### src/rtl/wash_pkg.sv
// Shared types for the wash cycle controller: FSM states and motor drive codes.
package wash_pkg;

    typedef enum logic [2:0] {
        IDLE    = 3'd0,
        RUN_CW  = 3'd1,
        STOP_A  = 3'd2,
        RUN_CCW = 3'd3,
        STOP_B  = 3'd4
    } wash_state_t;

    typedef enum logic [1:0] {
        MOTOR_STOP = 2'd0,
        MOTOR_CW   = 2'd1,
        MOTOR_CCW  = 2'd2
    } motor_t;

    function automatic motor_t motor_of(input wash_state_t s);
        case (s)
            RUN_CW:  return MOTOR_CW;
            RUN_CCW: return MOTOR_CCW;
            default: return MOTOR_STOP;
        endcase
    endfunction

endpackage

### src/rtl/wash_timer.sv
// Phase timer: counts 0..tc while enabled, wraps to 0 after tc, clears on demand.
module wash_timer #(
    parameter int CNTW = 6
) (
    input  logic            clk,
    input  logic            rst_n,
    input  logic            clr,
    input  logic            en,
    input  logic [CNTW-1:0] tc,
    output logic            at_tc
);

    logic [CNTW-1:0] cnt_q;

    assign at_tc = (cnt_q == tc);

    always_ff @(posedge clk or negedge rst_n) begin
        if (!rst_n) begin
            cnt_q <= '0;
        end else if (clr) begin
            cnt_q <= '0;
        end else if (en) begin
            cnt_q <= at_tc ? '0 : cnt_q + CNTW'(1);
        end
    end

endmodule

### src/rtl/wash_cycle_ctrl.sv
// Washing-machine drum sequencer: NREP rounds of CW / pause / CCW / pause,
// with hold (freeze in place) and abort, all outputs registered.
module wash_cycle_ctrl
    import wash_pkg::*;
#(
    parameter int CNTW    = 6,
    parameter int CW_T    = 32,
    parameter int CCW_T   = 32,
    parameter int PAUSE_T = 16,
    parameter int NREP    = 3,
    parameter int RW      = 4
) (
    input  logic          clk,
    input  logic          rst_n,
    input  logic          start,
    input  logic          hold,
    input  logic          abort,
    output logic [1:0]    motor,
    output logic          busy,
    output logic          done,
    output logic [RW-1:0] round
);

    if (CW_T < 1 || CW_T > (1 << CNTW) ||
        CCW_T < 1 || CCW_T > (1 << CNTW) ||
        PAUSE_T < 1 || PAUSE_T > (1 << CNTW)) begin : g_bad_phase_len
        $error("wash_cycle_ctrl: phase lengths must lie in 1..2**CNTW");
    end

    if (NREP < 1 || NREP > (1 << RW)) begin : g_bad_nrep
        $error("wash_cycle_ctrl: NREP must lie in 1..2**RW");
    end

    localparam logic [CNTW-1:0] CW_TC    = CNTW'(CW_T - 1);
    localparam logic [CNTW-1:0] CCW_TC   = CNTW'(CCW_T - 1);
    localparam logic [CNTW-1:0] PAUSE_TC = CNTW'(PAUSE_T - 1);
    localparam logic [RW:0]     NREP_V   = (RW + 1)'(NREP);

    wash_state_t   state_q, state_d;
    logic [RW-1:0] round_q, round_d;
    motor_t        motor_q, motor_d;
    logic          busy_q, busy_d;
    logic          done_q, done_d;

    logic            tmr_clr;
    logic            tmr_en;
    logic [CNTW-1:0] tmr_tc;
    logic            tmr_at_tc;

    wash_timer #(
        .CNTW (CNTW)
    ) u_timer (
        .clk   (clk),
        .rst_n (rst_n),
        .clr   (tmr_clr),
        .en    (tmr_en),
        .tc    (tmr_tc),
        .at_tc (tmr_at_tc)
    );

    always_comb begin
        state_d = state_q;
        round_d = round_q;
        done_d  = 1'b0;
        tmr_clr = 1'b0;
        tmr_en  = 1'b0;

        case (state_q)
            RUN_CW:          tmr_tc = CW_TC;
            RUN_CCW:         tmr_tc = CCW_TC;
            STOP_A, STOP_B:  tmr_tc = PAUSE_TC;
            default:         tmr_tc = '0;
        endcase

        // Priority: abort, then hold, then phase expiry; hold is meaningless in IDLE.
        if (state_q == IDLE) begin
            tmr_clr = 1'b1;
            round_d = '0;
            if (start && !abort) begin
                state_d = RUN_CW;
            end
        end else if (abort) begin
            state_d = IDLE;
            round_d = '0;
            tmr_clr = 1'b1;
        end else if (!hold) begin
            tmr_en = 1'b1;
            if (tmr_at_tc) begin
                case (state_q)
                    RUN_CW:  state_d = STOP_A;
                    STOP_A:  state_d = RUN_CCW;
                    RUN_CCW: state_d = STOP_B;
                    STOP_B: begin
                        if (({1'b0, round_q} + (RW + 1)'(1)) < NREP_V) begin
                            state_d = RUN_CW;
                            round_d = round_q + RW'(1);
                        end else begin
                            state_d = IDLE;
                            round_d = '0;
                            done_d  = 1'b1;
                        end
                    end
                    default: state_d = IDLE;
                endcase
            end
        end

        // A held wash keeps its state but the drum must stand still.
        if (state_q != IDLE && !abort && hold) begin
            motor_d = MOTOR_STOP;
        end else begin
            motor_d = motor_of(state_d);
        end

        busy_d = (state_d != IDLE);
    end

    always_ff @(posedge clk or negedge rst_n) begin
        if (!rst_n) begin
            state_q <= IDLE;
            round_q <= '0;
            motor_q <= MOTOR_STOP;
            busy_q  <= 1'b0;
            done_q  <= 1'b0;
        end else begin
            state_q <= state_d;
            round_q <= round_d;
            motor_q <= motor_d;
            busy_q  <= busy_d;
            done_q  <= done_d;
        end
    end

    assign motor = motor_q;
    assign busy  = busy_q;
    assign done  = done_q;
    assign round = round_q;

endmodule
### config.mk
export PLATFORM = sky130hd
export DESIGN_NAME = wash_cycle_ctrl
export DESIGN_NICKNAME = d
export VERILOG_FILES = /design/src/rtl/wash_pkg.sv /design/src/rtl/wash_timer.sv /design/src/rtl/wash_cycle_ctrl.sv
export SDC_FILE = /design/constraint.sdc
export NUM_CORES = 1
export LEC_CHECK = 0
export CAP_MARGIN = 30
export CORE_MARGIN = 5
export CORE_UTILIZATION = 45
export DETAILED_ROUTE_END_ITERATION = 7
export GPL_ROUTABILITY_DRIVEN = 0
export PLACE_DENSITY = 0.78
export SETUP_SLACK_MARGIN = 0.05
export SLEW_MARGIN = 25
export SYNTH_ARGS = -nofsm -noshare
export SYNTH_HDL_FRONTEND = slang
export SYNTH_SLANG_ARGS = --single-unit
### constraint.sdc
create_clock -name clk -period 2.3 [get_ports clk]
set_input_delay 0.345 -clock clk [delete_from_list [all_inputs] [get_ports clk]]
set_output_delay 0.345 -clock clk [all_outputs]
set_load 0.01 [all_outputs]
Yosys cells after proc, flatten, opt, wreduce, memory -nomap -nowiden
Index checks and enable logic that the tools add are counted.

Flip-flop bits (word level): 17.

Equality and inequality tests: 8. $lt $le $gt $ge: 1. $add $sub $neg: 3. Mux-type cells: 30. Reduce and logical (&&, ||, !) cells: 13.

Operators by type and width (number): $mux 4 (6); $mux 6 (3); $mux 3 (5); $mux 1 (12); $pmux 3 s4 (1); $reduce_bool 3->1 (4); $pmux 5 s2 (1); $eq 3x2->1 const B (3); $add 6x1->6 const B (1); $eq 3x1->1 const B (2); $eq 6x5->1 (1); $add 4x1->5 const B (1); $lt 5x2->1 const B (1); $add 4x1->4 const B (1); $pmux 2 s2 (1); $reduce_or 2->1 (2); $eq 3x3->1 const B (1); $logic_and 1x1->1 (3); $logic_not 3->1 (1); $ne 3x1->1 const B (1); $reduce_and 3->1 (1); $mux 2 (1); $reduce_bool 2->1 (1); $logic_not 1->1 (1).

Longest topological paths before layout
Word-level depth: 11. Gate-level depth with buffers: 7.

Modules after synthesis
Synthesis repeated with hierarchy kept, for this count alone.

Cell total of the unflattened synthesis: 105. Area, all modules: 1021.0 um^2.

By module, submodules not included: wash_cycle_ctrl (instances 1, area an instance 621.8 um^2, cells an instance 68); wash_timer (instances 1, area an instance 399.1 um^2, cells an instance 37).

Least setup slack after synthesis
No wires, ideal clock.

Path type: flip-flop to flip-flop. Start: register round_q[0] (netlist: round[0]). End: register motor_q[1] (netlist: motor[1]). Required time: 2213 ps. Slack: 36 ps. Cell stages (with the launch flop): 7. Data arrival time: 2178 ps. Buffers on the path: 0. Cells stage by stage: dfrtp_1 > ha_1 > a21bo_2 > a2111oi_1 > a21oi_1 > or4_4 > a211oi_2.

Longest elaborated chain between the ends: 11.

Ends and longest elaborated chain: start, declared (RTL line wash_cycle_ctrl.sv:40) `logic [RW-1:0] round_q, round_d;`; start signal, assigned (RTL line wash_cycle_ctrl.sv:127) `round_q <= round_d;`; $add 4x1->5 * (RTL line wash_cycle_ctrl.sv:94) `if (({1'b0, round_q} + (RW + 1)'(1)) < NREP_V) begin`; $lt 5x2->1 * (RTL line wash_cycle_ctrl.sv:94); $mux 1 * (RTL line wash_cycle_ctrl.sv:94); $pmux 3 s4 * (RTL line wash_cycle_ctrl.sv:89) `case (state_q)`; $mux 3 * (RTL line wash_cycle_ctrl.sv:88) `if (tmr_at_tc) begin`; $mux 3 * (RTL line wash_cycle_ctrl.sv:86) `end else if (!hold) begin`; $mux 3 * (RTL line wash_cycle_ctrl.sv:82) `end else if (abort) begin`; $mux 3 * (RTL line wash_cycle_ctrl.sv:76) `if (state_q == IDLE) begin`; $eq 3x2->1 or $eq 3x1->1 (tied branches) (RTL line wash_pkg.sv:19) `case (s)`; $pmux 2 s2 * (RTL line wash_pkg.sv:19); $mux 2 * (RTL line wash_cycle_ctrl.sv:109) `if (state_q != IDLE && !abort && hold) begin`; named net motor_d[1] (RTL line wash_cycle_ctrl.sv:41) `motor_t motor_q, motor_d;`; end signal, assigned (RTL line wash_cycle_ctrl.sv:128) `motor_q <= motor_d;`; end, declared (RTL line wash_cycle_ctrl.sv:41).

The timed path passes the listed nets; every way through them passes the cells marked *. A chain may end at the register's enable or synchronous reset.

Worst setup path in the final report
Start: register u_timer.cnt_q[2]. End: register state_q[1].

Longest elaborated chain between the ends: 5.

Ends and longest elaborated chain: start, declared (RTL line wash_timer.sv:13) `logic [CNTW-1:0] cnt_q;`; start signal, assigned (RTL line wash_timer.sv:23) `cnt_q <= at_tc ? '0 : cnt_q + CNTW'(1);`; $eq 6x5->1 (RTL line wash_timer.sv:15) `assign at_tc = (cnt_q == tc);`; $mux 3 (RTL line wash_cycle_ctrl.sv:88); $mux 3 (RTL line wash_cycle_ctrl.sv:86); $mux 3 (RTL line wash_cycle_ctrl.sv:82); $mux 3 (RTL line wash_cycle_ctrl.sv:76); named net state_d[1] (RTL line wash_cycle_ctrl.sv:39) `wash_state_t state_q, state_d;`; end signal, assigned (RTL line wash_cycle_ctrl.sv:126) `state_q <= state_d;`; end, declared (RTL line wash_cycle_ctrl.sv:39).

The timed path passes the listed nets, and every way through them passes these cells.

==> metrics.md <==
| Metric | Value |
|---|---|
| Post-route minimum period | `2220 ps` |
| Kind of critical path | `flop to flop` |
| Area Overhead vs Synth | `27.5%` |
| Initial DRT Pass Iterations | `4` |
| Hold Vio Cnt, Final | `0` |
| First-pass GRT wire length | `4040 um` |
| Crit end category | `flop` |
| Yosys reg bits | `17` |
| Syn Area/Cell | `9.43 sq um` |
| Final Cycle Share | `0.965` |
| Synth warnings | `0` |
| Die width | `58.0 um` |
| Gate Count Post-Synth | `110` |
| Worst path arrival time | `2430 ps` |
| Overall power | `778 uW` |
| Antenna violations before repair | `0` |
| Commonest non-fill, non-tap cell in the layout | `dfrtp_1` |
| Setup tns final | `0 ps` |
| Req. time, crit path | `approximately 2500 ps` |
| Top post-synthesis cells by area | `dfrtp_1 (41%), nor2_1 (4.3%), nor2b_1 (4.2%)` |
| Clk sinks | `17` |
| Post-CTS Hold Buffers | `0` |
| Power Density | `588 nW/um^2` |
| Worst R2R Setup Slack | `between 70 and 80 ps` |
| Clk_lat worst skew | `300 ps` |
| Worst setup SP type | `flop` |
| Die height | `58.0 um` |
| Grt ovf | `0` |
| Pins Over Slew Limit | `0` |
| Max transition margin | `0.495` |
| CP endpoint | `state_q[1]$_DFF_PN0_` |
| Placed Cells | `152` |
| DRC | `0` |
| Max FO, Critical Path | `5` |
| Final core utilization | `0.598` |
| Post-Syn Nets | `117` |
| Final wirelength | `about 2500 um` |
| Number of diodes | `0` |
| Share of cells above drive strength 1 | `0.209` |
| Number of synthesized flops with an enable pin | `0` |
| Vias per cell | `5.90` |
| CTS tree | `done` |
| Largest area contributor in the netlist | `dfrtp_1` |
| Vias | `between 900 and 1,000` |
| HPWL after detailed placement | `1860 um` |
| Avg WL per Cell | `15.7 um` |
| Synth top area share | `0.410` |
| Leakage | `0.572 nW` |
| Vias in the first global route | `903` |
| Terminus of the critical flop-to-flop path | `state_q[1]$_DFF_PN0_` |
| Commonest non-fill, non-tap cells in the layout | `dfrtp_1 (16), buf_4 (13), nor2_1 (12), clkdlybuf4s50_1 (12), nand2_1 (9)` |
| Async SR Flop Fraction | `1.00` |
| Cts bufs inserted | `3` |
| I/O Buffers | `12` |
| Worst Tran Pin Value | `756 ps` |
| Nets | `142` |
| # Max-Cap Violations | `0` |
| Reg clk slew, reported paths | `100 ps` |
| Post-route ant nets | `0` |
| GRT Total Usage | `0.160` |
| Pin count of the biggest net entering global routing | `18` |
| H-tree Lvls | `1` |
| Post-route cell area | `approximately 1300 sq um` |
| Peak supply drop | `0.000386 V` |
| Register area share after synthesis | `0.410` |
| Critical Path Source | `u_timer.cnt_q[2]$_DFFE_PN0P_` |
| Core Rows | `17` |
| Clock Tree Buf Depth | `2` |
| Core area | `2210 sq um` |
| Worst flop-to-flop path startpoint | `u_timer.cnt_q[2]$_DFFE_PN0P_` |
| Unique masters post-synth | `38` |
| I/O Pins | `13` |
| FF-to-FF path depth | `5` |
| Initial core utilization | `0.469` |
| Skew final | `about 3.1 ps` |
| Dpl cell area | `1230 sq um` |
| Status | `finished, final reports clean` |
| RSZ-0062 raised after global routing | `false` |
| Non-filler instance count after layout | `162` |
| Fmax | `roughly 450 MHz` |
| DR iter-0 viols | `56` |
| HP Class | `input port to asynchronous set/reset pin` |
| CTS root buffer | `clkbuf_4` |
| Cell Area, Synth | `1040 sq um` |
| Final setup fails | `0` |
| Total die area | `between 3000 and 4000 sq um` |
| Ys flop type | `dfrtp_1` |
## critical path, cell delays in order (launching register included)
cell      delay (ps)
dfrtp_1          430
or4_4            550
a211oi_4         320
o211ai_4         130
or3b_2           500
a21oi_1          210
## what timing repair did
action / CTS / global route
endpoints found under the setup margin: 0 / 2
buffers inserted: 0 / 5
resized for setup: 0 / 3
## per-layer routing
metal / global-route usage / part of all wire / up-vias
li1: - / - / 446
met1: 0.184 / 0.41 / 449
met2: 0.271 / 0.49 / 51
met3: 0.0423 / 0.075 / 10
met4: 0.0828 / 0.026 / 0
met5: 0 / 0 / -
## logic make-up after synthesis
logic type | Yosys count | share of synthesized area
flip-flops | 17 | 0.410
multiplexers | 2 | 0.0205
XOR/XNOR | 7 | 0.0591
buffers and inverters | 11 | 0.0422
AND/OR/NAND/NOR | 47 | 0.252
AO/OA/AOI/OAI | 24 | 0.192
adder cells (fa/ha/maj) | 2 | 0.0241
## registers in the layout, indices dropped and copies added, names as in the netlist
name           flops
done               1
u_timer.cnt_q      6
round              4
state_q            3
motor              2
busy               1
## final cells by class
class | count | area, sq um
clock buffer | 4 | 26.3
fill | 198 | 890
inverter | 5 | 18.8
multi-input combinational | 83 | 598
sequential | 17 | 427
tap | 28 | 35.0
timing repair buffer | 25 | 218
## synthesized netlist by cell type (2+ instances only)
library cell	n
and4_1	3
nor2b_1	7
nor4_1	2
a31oi_1	3
xnor2_1	4
ha_1	2
a21oi_1	5
or4_4	2
dfrtp_1	17
and3_1	2
nand3_1	5
nand2_1	9
inv_1	5
o21ai_0	4
xor2_1	3
buf_2	2
clkbuf_1	3
nor2_1	12
## stage by stage
step           setup slack, ps  hold WS [ps]
2_1_floorplan              102          49.4
3_3_place_gp               205           519
3_5_place_dp               143           540
4_1_cts                    112           501
5_1_grt                   52.2           554
6_report                  79.8           483
## where the power goes
group	switching, mW	internal, mW
registers	0.0151	0.317
logic	0.147	0.135
clock network	0.0957	0.0677
total	0.258	0.520
## worst min-delay path by stage
stage                         startpoint  slack (ps)                      endpoint  cells past startpoint
global route                       rst_n         550  u_timer.cnt_q[5]$_DFFE_PN0P_                      1
floorplan                          rst_n          50                busy$_DFF_PN0_                      0
CTS                                rst_n         500          state_q[0]$_DFF_PN0_                      1
finish                             rst_n         480          state_q[1]$_DFF_PN0_                      1
detailed placement  round[3]$_DFFE_PN0P_         540          round[3]$_DFFE_PN0P_                      2
global placement    round[3]$_DFFE_PN0P_         520          round[3]$_DFFE_PN0P_                      2
Power figures use the tool's default switching activity.
